File: config.mk
export PLATFORM = sky130hd
export DESIGN_NAME = clock_ratio_monitor_flat
export DESIGN_NICKNAME = d
export VERILOG_FILES = /design/src/rtl/clock_ratio_monitor_pkg.sv /design/src/rtl/clock_ratio_monitor_if.sv /design/src/rtl/clock_ratio_monitor_edge_detect.sv /design/src/rtl/clock_ratio_monitor.sv /design/src/flat_wrapper.sv
export SDC_FILE = /design/constraint.sdc
export NUM_CORES = 1
export LEC_CHECK = 0
export ABC_AREA = 1
export BUFFER_PORTS_ARGS = -buffer_cell sky130_fd_sc_hd__buf_4
export CAP_MARGIN = 40
export CORE_ASPECT_RATIO = 1.25
export CORE_MARGIN = 4
export CORE_UTILIZATION = 41
export DETAILED_ROUTE_END_ITERATION = 8
export PLACE_DENSITY = 0.57
export SLEW_MARGIN = 20
export SYNTH_ARGS = -nofsm -noshare
export SYNTH_HDL_FRONTEND = slang
export SYNTH_SLANG_ARGS = --single-unit
File: constraint.sdc
create_clock -name ref_clk -period 4.1 [get_ports ref_clk]
set_input_delay 0.82 -clock ref_clk [delete_from_list [all_inputs] [get_ports ref_clk]]
set_output_delay 0.82 -clock ref_clk [all_outputs]
set_load 0.01 [all_outputs]
File: src/rtl/clock_ratio_monitor_pkg.sv
// rtl/clock_ratio_monitor_pkg.sv - shared types and widths for the divided-clock ratio monitor
package clk_mon_pkg;

    typedef enum logic [1:0] {
        IDLE      = 2'd0,
        WAIT_RISE = 2'd1,
        MEAS_HIGH = 2'd2,
        MEAS_LOW  = 2'd3
    } mon_state_t;

    localparam int CNT_MAX = 63;
    localparam int RATIO_W = 6;
    localparam int MEAS_W  = 7;

endpackage

File: src/rtl/clock_ratio_monitor_if.sv
// rtl/clock_ratio_monitor_if.sv - control inputs and measurement results of the ratio monitor
interface clock_ratio_monitor_if;
    import clk_mon_pkg::*;

    logic               monitor_en;
    logic               sampled_clk;
    logic [RATIO_W-1:0] expected_ratio;
    logic [RATIO_W-1:0] high_cycles;
    logic [RATIO_W-1:0] low_cycles;
    logic [MEAS_W-1:0]  measured_ratio;
    logic               ratio_valid;
    logic               ratio_match;
    logic               lock;
    logic               timeout;

    modport master (
        output monitor_en,
        output sampled_clk,
        output expected_ratio,
        input  high_cycles,
        input  low_cycles,
        input  measured_ratio,
        input  ratio_valid,
        input  ratio_match,
        input  lock,
        input  timeout
    );

    modport slave (
        input  monitor_en,
        input  sampled_clk,
        input  expected_ratio,
        output high_cycles,
        output low_cycles,
        output measured_ratio,
        output ratio_valid,
        output ratio_match,
        output lock,
        output timeout
    );

endinterface

File: src/rtl/clock_ratio_monitor_edge_detect.sv
// rtl/clock_ratio_monitor_edge_detect.sv - one-flop edge detector for signals already in the clk domain
module edge_detect (
    input  logic clk,
    input  logic reset,
    input  logic d,
    output logic rise,
    output logic fall
);

    logic d_q;

    always_ff @(posedge clk) begin
        if (reset) begin
            d_q <= 1'b0;
        end else begin
            d_q <= d;
        end
    end

    assign rise = d & ~d_q;
    assign fall = ~d & d_q;

endmodule

File: src/rtl/clock_ratio_monitor.sv
// rtl/clock_ratio_monitor.sv - measures high/low/period of a divided clock and tracks ratio lock
module clock_ratio_monitor
    import clk_mon_pkg::*;
#(
    parameter int LOCK_COUNT = 4,
    parameter int CNT_W      = $clog2(CNT_MAX + 1)
) (
    input  logic                 ref_clk,
    input  logic                 reset,
    clock_ratio_monitor_if.slave mon
);

    localparam int SUM_W = CNT_W + 1;
    localparam logic [CNT_W-1:0] CNT_LIM  = '1;
    localparam logic [3:0]       LOCK_MAX = 4'(LOCK_COUNT);

    mon_state_t state_q, state_d;

    logic [CNT_W-1:0] hi_cnt, hi_d;
    logic [CNT_W-1:0] lo_cnt, lo_d;
    logic [CNT_W-1:0] wait_cnt, wait_d;
    logic [3:0]       match_cnt, match_cnt_d;

    logic [CNT_W-1:0] high_q, low_q;
    logic [SUM_W-1:0] meas_q;
    logic             valid_q, match_q, lock_q, timeout_q;

    logic rise, fall;
    logic do_latch, do_timeout;
    logic [CNT_W-1:0] phase_diff;
    logic [SUM_W-1:0] period_sum;
    logic             period_match;

    edge_detect u_edge (
        .clk   (ref_clk),
        .reset (reset),
        .d     (mon.sampled_clk),
        .rise  (rise),
        .fall  (fall)
    );

    // Odd ratios put the extra cycle in the high phase, so high - low must be 0 or 1.
    assign phase_diff   = hi_cnt - lo_cnt;
    assign period_sum   = {1'b0, hi_cnt} + {1'b0, lo_cnt};
    assign period_match = (period_sum == SUM_W'(mon.expected_ratio))
                          && ((phase_diff == '0) || (phase_diff == CNT_W'(1)));

    always_ff @(posedge ref_clk) begin
        if (reset) begin
            state_q <= IDLE;
        end else begin
            state_q <= state_d;
        end
    end

    always_comb begin
        state_d    = state_q;
        hi_d       = hi_cnt;
        lo_d       = lo_cnt;
        wait_d     = wait_cnt;
        do_latch   = 1'b0;
        do_timeout = 1'b0;

        if (!mon.monitor_en) begin
            state_d = IDLE;
            wait_d  = '0;
        end else begin
            case (state_q)
                IDLE: begin
                    state_d = WAIT_RISE;
                    wait_d  = '0;
                end
                WAIT_RISE: begin
                    if (rise) begin
                        state_d = MEAS_HIGH;
                        hi_d    = CNT_W'(1);
                        wait_d  = '0;
                    end else if (wait_cnt == CNT_LIM) begin
                        do_timeout = 1'b1;
                        wait_d     = '0;
                    end else begin
                        wait_d = wait_cnt + 1'b1;
                    end
                end
                MEAS_HIGH: begin
                    if (fall) begin
                        state_d = MEAS_LOW;
                        lo_d    = CNT_W'(1);
                    end else if (hi_cnt == CNT_LIM) begin
                        do_timeout = 1'b1;
                        state_d    = WAIT_RISE;
                        wait_d     = '0;
                    end else if (mon.sampled_clk) begin
                        hi_d = hi_cnt + 1'b1;
                    end
                end
                MEAS_LOW: begin
                    if (rise) begin
                        do_latch = 1'b1;
                        state_d  = MEAS_HIGH;
                        hi_d     = CNT_W'(1);
                    end else if (lo_cnt == CNT_LIM) begin
                        do_timeout = 1'b1;
                        state_d    = WAIT_RISE;
                        wait_d     = '0;
                    end else if (!mon.sampled_clk) begin
                        lo_d = lo_cnt + 1'b1;
                    end
                end
                default: state_d = IDLE;
            endcase
        end
    end

    always_comb begin
        match_cnt_d = match_cnt;
        if (do_latch) begin
            if (!period_match) begin
                match_cnt_d = '0;
            end else if (match_cnt != LOCK_MAX) begin
                match_cnt_d = match_cnt + 1'b1;
            end
        end
        if (do_timeout || !mon.monitor_en) begin
            match_cnt_d = '0;
        end
    end

    always_ff @(posedge ref_clk) begin
        if (reset) begin
            hi_cnt    <= '0;
            lo_cnt    <= '0;
            wait_cnt  <= '0;
            match_cnt <= '0;
            high_q    <= '0;
            low_q     <= '0;
            meas_q    <= '0;
            valid_q   <= 1'b0;
            match_q   <= 1'b0;
            lock_q    <= 1'b0;
            timeout_q <= 1'b0;
        end else begin
            hi_cnt    <= hi_d;
            lo_cnt    <= lo_d;
            wait_cnt  <= wait_d;
            match_cnt <= match_cnt_d;
            valid_q   <= do_latch;
            timeout_q <= do_timeout;
            lock_q    <= (match_cnt_d == LOCK_MAX);
            if (do_latch) begin
                high_q  <= hi_cnt;
                low_q   <= lo_cnt;
                meas_q  <= period_sum;
                match_q <= period_match;
            end
        end
    end

    assign mon.high_cycles    = RATIO_W'(high_q);
    assign mon.low_cycles     = RATIO_W'(low_q);
    assign mon.measured_ratio = MEAS_W'(meas_q);
    assign mon.ratio_valid    = valid_q;
    assign mon.ratio_match    = match_q;
    assign mon.lock           = lock_q;
    assign mon.timeout        = timeout_q;

endmodule

File: src/flat_wrapper.sv
// flat-port wrapper written by rule: the top's interface ports become plain ports
module clock_ratio_monitor_flat import clk_mon_pkg::*;
#(
    parameter int LOCK_COUNT = 4,
    parameter int CNT_W      = $clog2(CNT_MAX + 1)
)
  (ref_clk, reset, mon_monitor_en, mon_sampled_clk, mon_expected_ratio, mon_high_cycles, mon_low_cycles, mon_measured_ratio, mon_ratio_valid, mon_ratio_match, mon_lock, mon_timeout);
  clock_ratio_monitor_if mon_i ();
  input  logic ref_clk;
  input  logic reset;
  input wire logic [$bits(mon_i.monitor_en)-1:0] mon_monitor_en;
  input wire logic [$bits(mon_i.sampled_clk)-1:0] mon_sampled_clk;
  input wire logic [$bits(mon_i.expected_ratio)-1:0] mon_expected_ratio;
  output wire logic [$bits(mon_i.high_cycles)-1:0] mon_high_cycles;
  output wire logic [$bits(mon_i.low_cycles)-1:0] mon_low_cycles;
  output wire logic [$bits(mon_i.measured_ratio)-1:0] mon_measured_ratio;
  output wire logic [$bits(mon_i.ratio_valid)-1:0] mon_ratio_valid;
  output wire logic [$bits(mon_i.ratio_match)-1:0] mon_ratio_match;
  output wire logic [$bits(mon_i.lock)-1:0] mon_lock;
  output wire logic [$bits(mon_i.timeout)-1:0] mon_timeout;
  assign mon_i.monitor_en = mon_monitor_en;
  assign mon_i.sampled_clk = mon_sampled_clk;
  assign mon_i.expected_ratio = mon_expected_ratio;
  assign mon_high_cycles = mon_i.high_cycles;
  assign mon_low_cycles = mon_i.low_cycles;
  assign mon_measured_ratio = mon_i.measured_ratio;
  assign mon_ratio_valid = mon_i.ratio_valid;
  assign mon_ratio_match = mon_i.ratio_match;
  assign mon_lock = mon_i.lock;
  assign mon_timeout = mon_i.timeout;
  clock_ratio_monitor #(.LOCK_COUNT(LOCK_COUNT), .CNT_W(CNT_W)) u_core (.ref_clk(ref_clk), .reset(reset), .mon(mon_i));
endmodule
==> results.py, run 1 <==
metrics = {
    "cells_and_area": {
        "n_antenna_cell": 0,
        "syn_to_final_growth_pct": 15.9,
        "drive_gt1_share_pct": 12.9,
        "final_cells": 503,
        "fin_util_pct": 49.4,
        "fin_nets": 445,
        "fillers": 689,
    },
    "timing": {
        "tightest_slew_ps": 569,
        "finClkSkew_ps": 7.15,
        "maxSlewViolCount": 0,
        "layout_worst_path_cycle_share_pct": 58.3,
        "maxSlewHeadroom_pct": 62.1,
        "fmax_mhz": 418,
        "final-hold-violation-count": 0,
        "rsz0062_at_grt": "false",
        "totalNegativeSetupSlack_ps": 0,
        "setup_viol": 0,
        "post-route-min-period_ps": 2390,
    },
    "routing": {
        "num_vias": 2531,
        "drtIter0Drc": 77,
        "viasPerCell": 5.03,
        "drtPass1Iterations": 4,
        "wl_per_cell_um": 12.7,
        "drt-total-wl_um": 6370,
        "ant_nets": 0,
        "drc_errors": 0,
    },
    "placement": {
        "dp_hpwl_um": 5050,
        "portBuffers": 32,
        "gp_congestion": 0.902,
        "placedCellCount": 495,
    },
    "critical_path": {
        "startpoint": "u_core.lo_cnt[3]$_SDFFE_PP0P_",
        "cp_slowest_cell": "ha_1",
        "crit_path_end_kind": "register",
        "cp-start-kind": "register",
        "cp_common_cell": "nand2_1",
        "worstPathArrival_ps": 2600,
        "crit_type": "register to register",
        "crit_fanout": 7,
        "rr_startpoint": "u_core.lo_cnt[3]$_SDFFE_PP0P_",
        "path_cells": "inv_1 > ha_1 > inv_2 > a21oi_2 > o21ai_0 > nor2_1 > nand4_1 > nor2_4 > nand3_1 > nand2_1 > nand2_1 > nand2_1 > nor2_1",
        "max_stage_delay_ps": 470,
        "required_ps": 4310,
    },
    "yosys": {
        "synth_common_cells": "78 x nand2_1, 48 x dfxtp_1, 48 x inv_1, 44 x nor2_1, 34 x a21oi_1",
        "synth_top_cell_area_share_pct": 36.1,
        "synth.net_count": 412,
        "synth_area_leader_cell": "dfxtp_1",
        "synth_seq_cells": 48,
        "ys.flop_type": "dfxtp_1",
        "synth_edf_count": 0,
        "ys_async_sr_fraction_pct": 0,
        "synthTopCellsByArea": "dfxtp_1 36%, nand2_1 11%, ha_1 7.5%",
        "ys_seq_area_share_pct": 36.1,
        "syn_area_sq_um": 2660,
        "synth.most_common_cell": "nand2_1",
        "syn_area_per_cell_sq_um": 6.93,
        "yosys_warnings": 0,
        "syn_inst": 384,
        "synth.distinct_cells": 36,
    },
    "min_path": {
        "hp-class": "register to register",
        "worstHoldStart": "u_core.mon.ratio_match$_SDFFE_PP0P_",
    },
    "cts": {
        "cts_tree": "done",
        "clk_pin_slew_ps": 90,
        "postCtsSetupBuffers": 0,
        "clockBufferDepth": 2,
        "cts_buffers": 5,
        "htreeDepth": 2,
        "clock_sinks": 48,
        "cts_resized": 0,
        "cts_root_buf": "clkbuf_8",
        "cts_hold_buffers": 0,
        "clock_latency_ps": 300,
    },
    "floorplanning": {
        "ios": 33,
        "rows": 32,
        "start_util_pct": 42.6,
        "dieArea_sq_um": 7850,
        "die_width_um": 80.0,
        "die_h_um": 98.1,
        "fp.coreArea_sq_um": 6250,
    },
    "grt": {
        "grt_pass1_wl_um": 11100,
        "grt_antenna_before_repair": 0,
        "grt_max_degree": 30,
        "globalRouteTotalUtil_pct": 17.5,
        "grt_overflow_total": 0,
        "grt_pass1_vias": 2493,
    },
    "power_and_ir_drop": {
        "power_uw": 808,
        "irDropWorstVdd_uv": 159,
        "power_density_nw_per_um2": 262,
        "leakage_nw": 1.50,
    },
    "flow_run": {
        "cap_violations": 0,
    },
    "status": {
        "status": "finished, final reports clean",
    },
}
[where the power goes]
group          internal (mW)  total (mW)  leakage, nW  switching, mW
registers              0.468       0.471        0.387        0.00242
clock network          0.138       0.298       0.0516          0.160
logic                 0.0143      0.0395         1.06         0.0252
total                  0.621       0.808         1.50          0.188
[cells in the final DEF (no fill, tap or decap), drive strengths merged]
cell	Yosys	routed
nand2	79	79
inv	53	54
dfxtp	48	48
nor2	47	47
a21oi	35	35
buf	1	33
nand3	28	28
o21ai	28	28
ha	16	16
nor3	12	12
nand4	7	7
clkbuf	6	6
nor3b	3	3
a211oi	2	2
a31oi	2	2
nand3b	2	2
xnor2	2	2
xor2	2	2
fa	2	2
or2	2	2
clkinv	1	2
o2111ai	1	1
o22ai	1	1
o41ai	1	1
a221oi	1	1
a41oi	1	1
o211ai	1	1
[per-stage QoR]
| stage | hold WS, ps | cell area (sq um) | setup WS [ps] |
|---|---|---|---|
| 6_report | 478 | 3080 | 1710 |
| 4_1_cts | 482 | 3080 | 1710 |
| 2_1_floorplan | 471 | 2660 | 2020 |
| 3_5_place_dp | 467 | 2990 | 1460 |
| 3_3_place_gp | 468 | 2990 | 1500 |
| 5_1_grt | 521 | 3080 | 1450 |
[worst max-delay path: cells and delay by family (launching register included)]
family	cells	cell delay, ps
adders and majority gates	1	470
AOI/OAI and AO/OA	2	280
buffers and inverters	2	260
and+or+nand+nor	8	910
DFF	1	400
[sequential cells by signal, summed over array words and instances (netlist names), 2 cells and up]
name	cells
u_core.wait_cnt	6
u_core.match_cnt	4
u_core.mon.high_cycles	6
u_core.lo_cnt	6
u_core.state_q	2
u_core.mon.measured_ratio	7
u_core.mon.low_cycles	6
u_core.hi_cnt	6
[area by class of cell]
type	count	area (sq um)	area share, %
inverters	54	203	6.57
flip-flops and latches	48	961	31.2
clock inverters	2	13.8	0.446
clock buffers	6	82.6	2.68
multi-input cells	275	1470	47.6
well taps	85	106	3.45
repair buffers	33	248	8.04
[layer usage]
layer  share of wire, %  track usage (%)
met5                  0                0
met4                2.1             6.63
met3                3.0             2.86
met2                 53             31.1
met1                 42             20.5
[worst paths after layout]
check	end	slack [ps]	cells past startpoint
max reg2reg	u_core.mon.lock$_SDFF_PP0_	1710	13
max	u_core.mon.lock$_SDFF_PP0_	1710	13
min	u_core.mon.ratio_match$_SDFFE_PP0P_	480	2
min reg2reg	u_core.mon.ratio_match$_SDFFE_PP0P_	480	2
[logic make-up (layout without fill, tap and decap cells)]
family | Yosys count | in the layout | synth area share (%)
AOI/OAI and AO/OA | 73 | 73 | 14.9
DFF | 48 | 48 | 36.1
and+or+nand+nor | 180 | 180 | 30.0
xor gates and xnor gates | 4 | 4 | 1.32
adders and majority gates | 18 | 18 | 9.03
buffers and inverters | 61 | 95 | 8.65
Power figures use the tool's default switching activity.
==> run 2, diff against run 1 <==
- PLACE_DENSITY: 0.57 -> 0.59
- clock period: 4.1 -> 2 ns (I/O delays scaled with it)
==> results.py, run 2 (synthesis gave the netlist of run 1 again) <==
metrics = {
    "status": {
        "status": "finished with violations",
        "failed_checks": "negative setup slack",
    },
    "timing": {
        "tightest_slew_ps": 508,
        "setup_viol": 6,
        "finClkSkew_ps": 8.21,
        "post-route-min-period_ps": 2230,
        "fmax_mhz": 449,
        "totalNegativeSetupSlack_ps": -932,
        "maxSlewViolCount": 0,
        "final-hold-violation-count": 0,
        "holdWs_ps": 338,
        "rsz0062_at_grt": "true",
        "maxSlewHeadroom_pct": 65.8,
        "fin_ws_ps": -227,
        "layout_worst_path_cycle_share_pct": 111,
    },
    "floorplanning": {
        "ios": 33,
        "start_util_pct": 42.6,
        "die_width_um": 80.0,
        "fp.coreArea_sq_um": 6250,
        "rows": 32,
        "dieArea_sq_um": 7850,
        "die_h_um": 98.1,
    },
    "flow_run": {
        "cap_violations": 0,
    },
    "cells_and_area": {
        "n_antenna_cell": 0,
        "final_cell_mix": "78 x nand2_1, 76 x buf_4, 45 x inv_1, 45 x dfxtp_1, 41 x nor2_1",
        "drive_gt1_share_pct": 26.4,
        "final_cells": 547,
        "syn_to_final_growth_pct": 33.5,
        "fin_nets": 489,
        "final_common_cell": "nand2_1",
        "final_area_sq_um": 3550,
        "largest_register_ffs": 7,
        "fin_util_pct": 56.9,
    },
    "routing": {
        "drtPass1Iterations": 4,
        "viasPerCell": 4.93,
        "wl_per_cell_um": 13.1,
        "drc_errors": 0,
        "drtIter0Drc": 66,
        "num_vias": 2697,
        "drt-total-wl_um": 7160,
        "ant_nets": 0,
    },
    "grt": {
        "grt_pass1_vias": 2652,
        "globalRouteTotalUtil_pct": 18.6,
        "grt_max_degree": 27,
        "grt_overflow_total": 0,
        "grt_antenna_before_repair": 0,
        "grt_pass1_wl_um": 11800,
    },
    "power_and_ir_drop": {
        "power_mw": 1.79,
        "irDropWorstVdd_uv": 393,
        "leakage_nw": 1.73,
        "power_density_nw_per_um2": 505,
    },
    "placement": {
        "gp_congestion": 0.913,
        "dp_hpwl_um": 5600,
        "portBuffers": 32,
        "placed_area_sq_um": 3280,
        "placedCellCount": 532,
        "pre_cts_ws_ps": -193,
    },
    "cts": {
        "clock_latency_ps": 300,
        "cts_hold_buffers": 0,
        "clock_sinks": 48,
        "htreeDepth": 2,
        "clk_pin_slew_ps": 90,
        "cts_buffers": 5,
        "cts_root_buf": "clkbuf_8",
        "cts_tree": "done",
        "clockBufferDepth": 2,
    },
    "min_path": {
        "worstHoldStart": "reset",
        "min_to": "u_core.hi_cnt[1]$_SDFFE_PP0P_",
        "hold_depth": 2,
        "hp-class": "input port to register",
    },
    "critical_path": {
        "cp-start-kind": "register",
        "crit_fanout": 5,
        "crit_type": "register to register",
        "rr_startpoint": "u_core.hi_cnt[0]$_SDFFE_PP0P_",
        "required_ps": 2230,
        "reg2reg_slack_ps": -230,
        "r2r-end": "u_core.mon.ratio_match$_SDFFE_PP0P_",
        "ff2ff_path_depth": 14,
        "worstPathArrival_ps": 2460,
        "crit_path_end_kind": "register",
    },
}
run 2: changes by cell type in the layout (fill, tap and decap cells not counted), sizes merged:
cell,delta
inv,-1
bufinv,+1
buf,+44
run 2: how the worst max path moves through the flow:
stage                     cells after the start                     startpoint  slack, ps                                   to
after CTS                                    15  u_core.hi_cnt[0]$_SDFFE_PP0P_       -170           u_core.mon.lock$_SDFF_PP0_
after global routing                         13  u_core.lo_cnt[4]$_SDFFE_PP0P_       -400           u_core.mon.lock$_SDFF_PP0_
after floorplan                              15  u_core.hi_cnt[0]$_SDFFE_PP0P_        -40           u_core.mon.lock$_SDFF_PP0_
after detailed placement                     16  u_core.hi_cnt[0]$_SDFFE_PP0P_       -190           u_core.mon.lock$_SDFF_PP0_
final                                        14  u_core.hi_cnt[0]$_SDFFE_PP0P_       -230  u_core.mon.ratio_match$_SDFFE_PP0P_
after global placement                       16  u_core.hi_cnt[0]$_SDFFE_PP0P_       -160           u_core.mon.lock$_SDFF_PP0_
run 2: report_power, final:
group / switching [mW] / internal, mW
logic: 0.0585 / 0.0392
registers: 0.00474 / 0.959
clock network: 0.324 / 0.409
total: 0.388 / 1.41
run 2: routing by layer:
layer	up-vias	global-route usage, %	share of wire (%)
li1	1412	-	-
met1	1230	20.1	40
met2	40	36.0	55
met3	15	3.14	3.3
met4	0	5.20	2.0
met5	-	0	0
run 2: critical path, stage by stage (launching register included):
cell and delay (ps):
dfxtp_4 370, ha_4 160, fa_1 490, inv_2 50, nand2_1 50, nand2_1 40
nor2_1 80, nand3_1 80, nor2_1 110, nand4_1 130, nor2_4 220, buf_4 150
buf_6 80, nand2_1 40, a21oi_1 120
run 2: what timing repair did:
| action | in CTS | in global routing |
|---|---|---|
| buffers inserted | 2 | 5 |
| endpoints found under the setup margin | 8 | 16 |
| gates cloned | 0 | 0 |
| gates resized for setup | 8 | 16 |
| pin swaps | 4 | 4 |
run 2: area by class of cell:
class,instances,area [sq um]
clock inverters,2,38.8
repair buffers,77,582
flip-flops and latches,48,967
fillers,660,2700
inverters,54,208
multi-input cells,275,1570
clock buffers,6,82.6
well taps,85,106
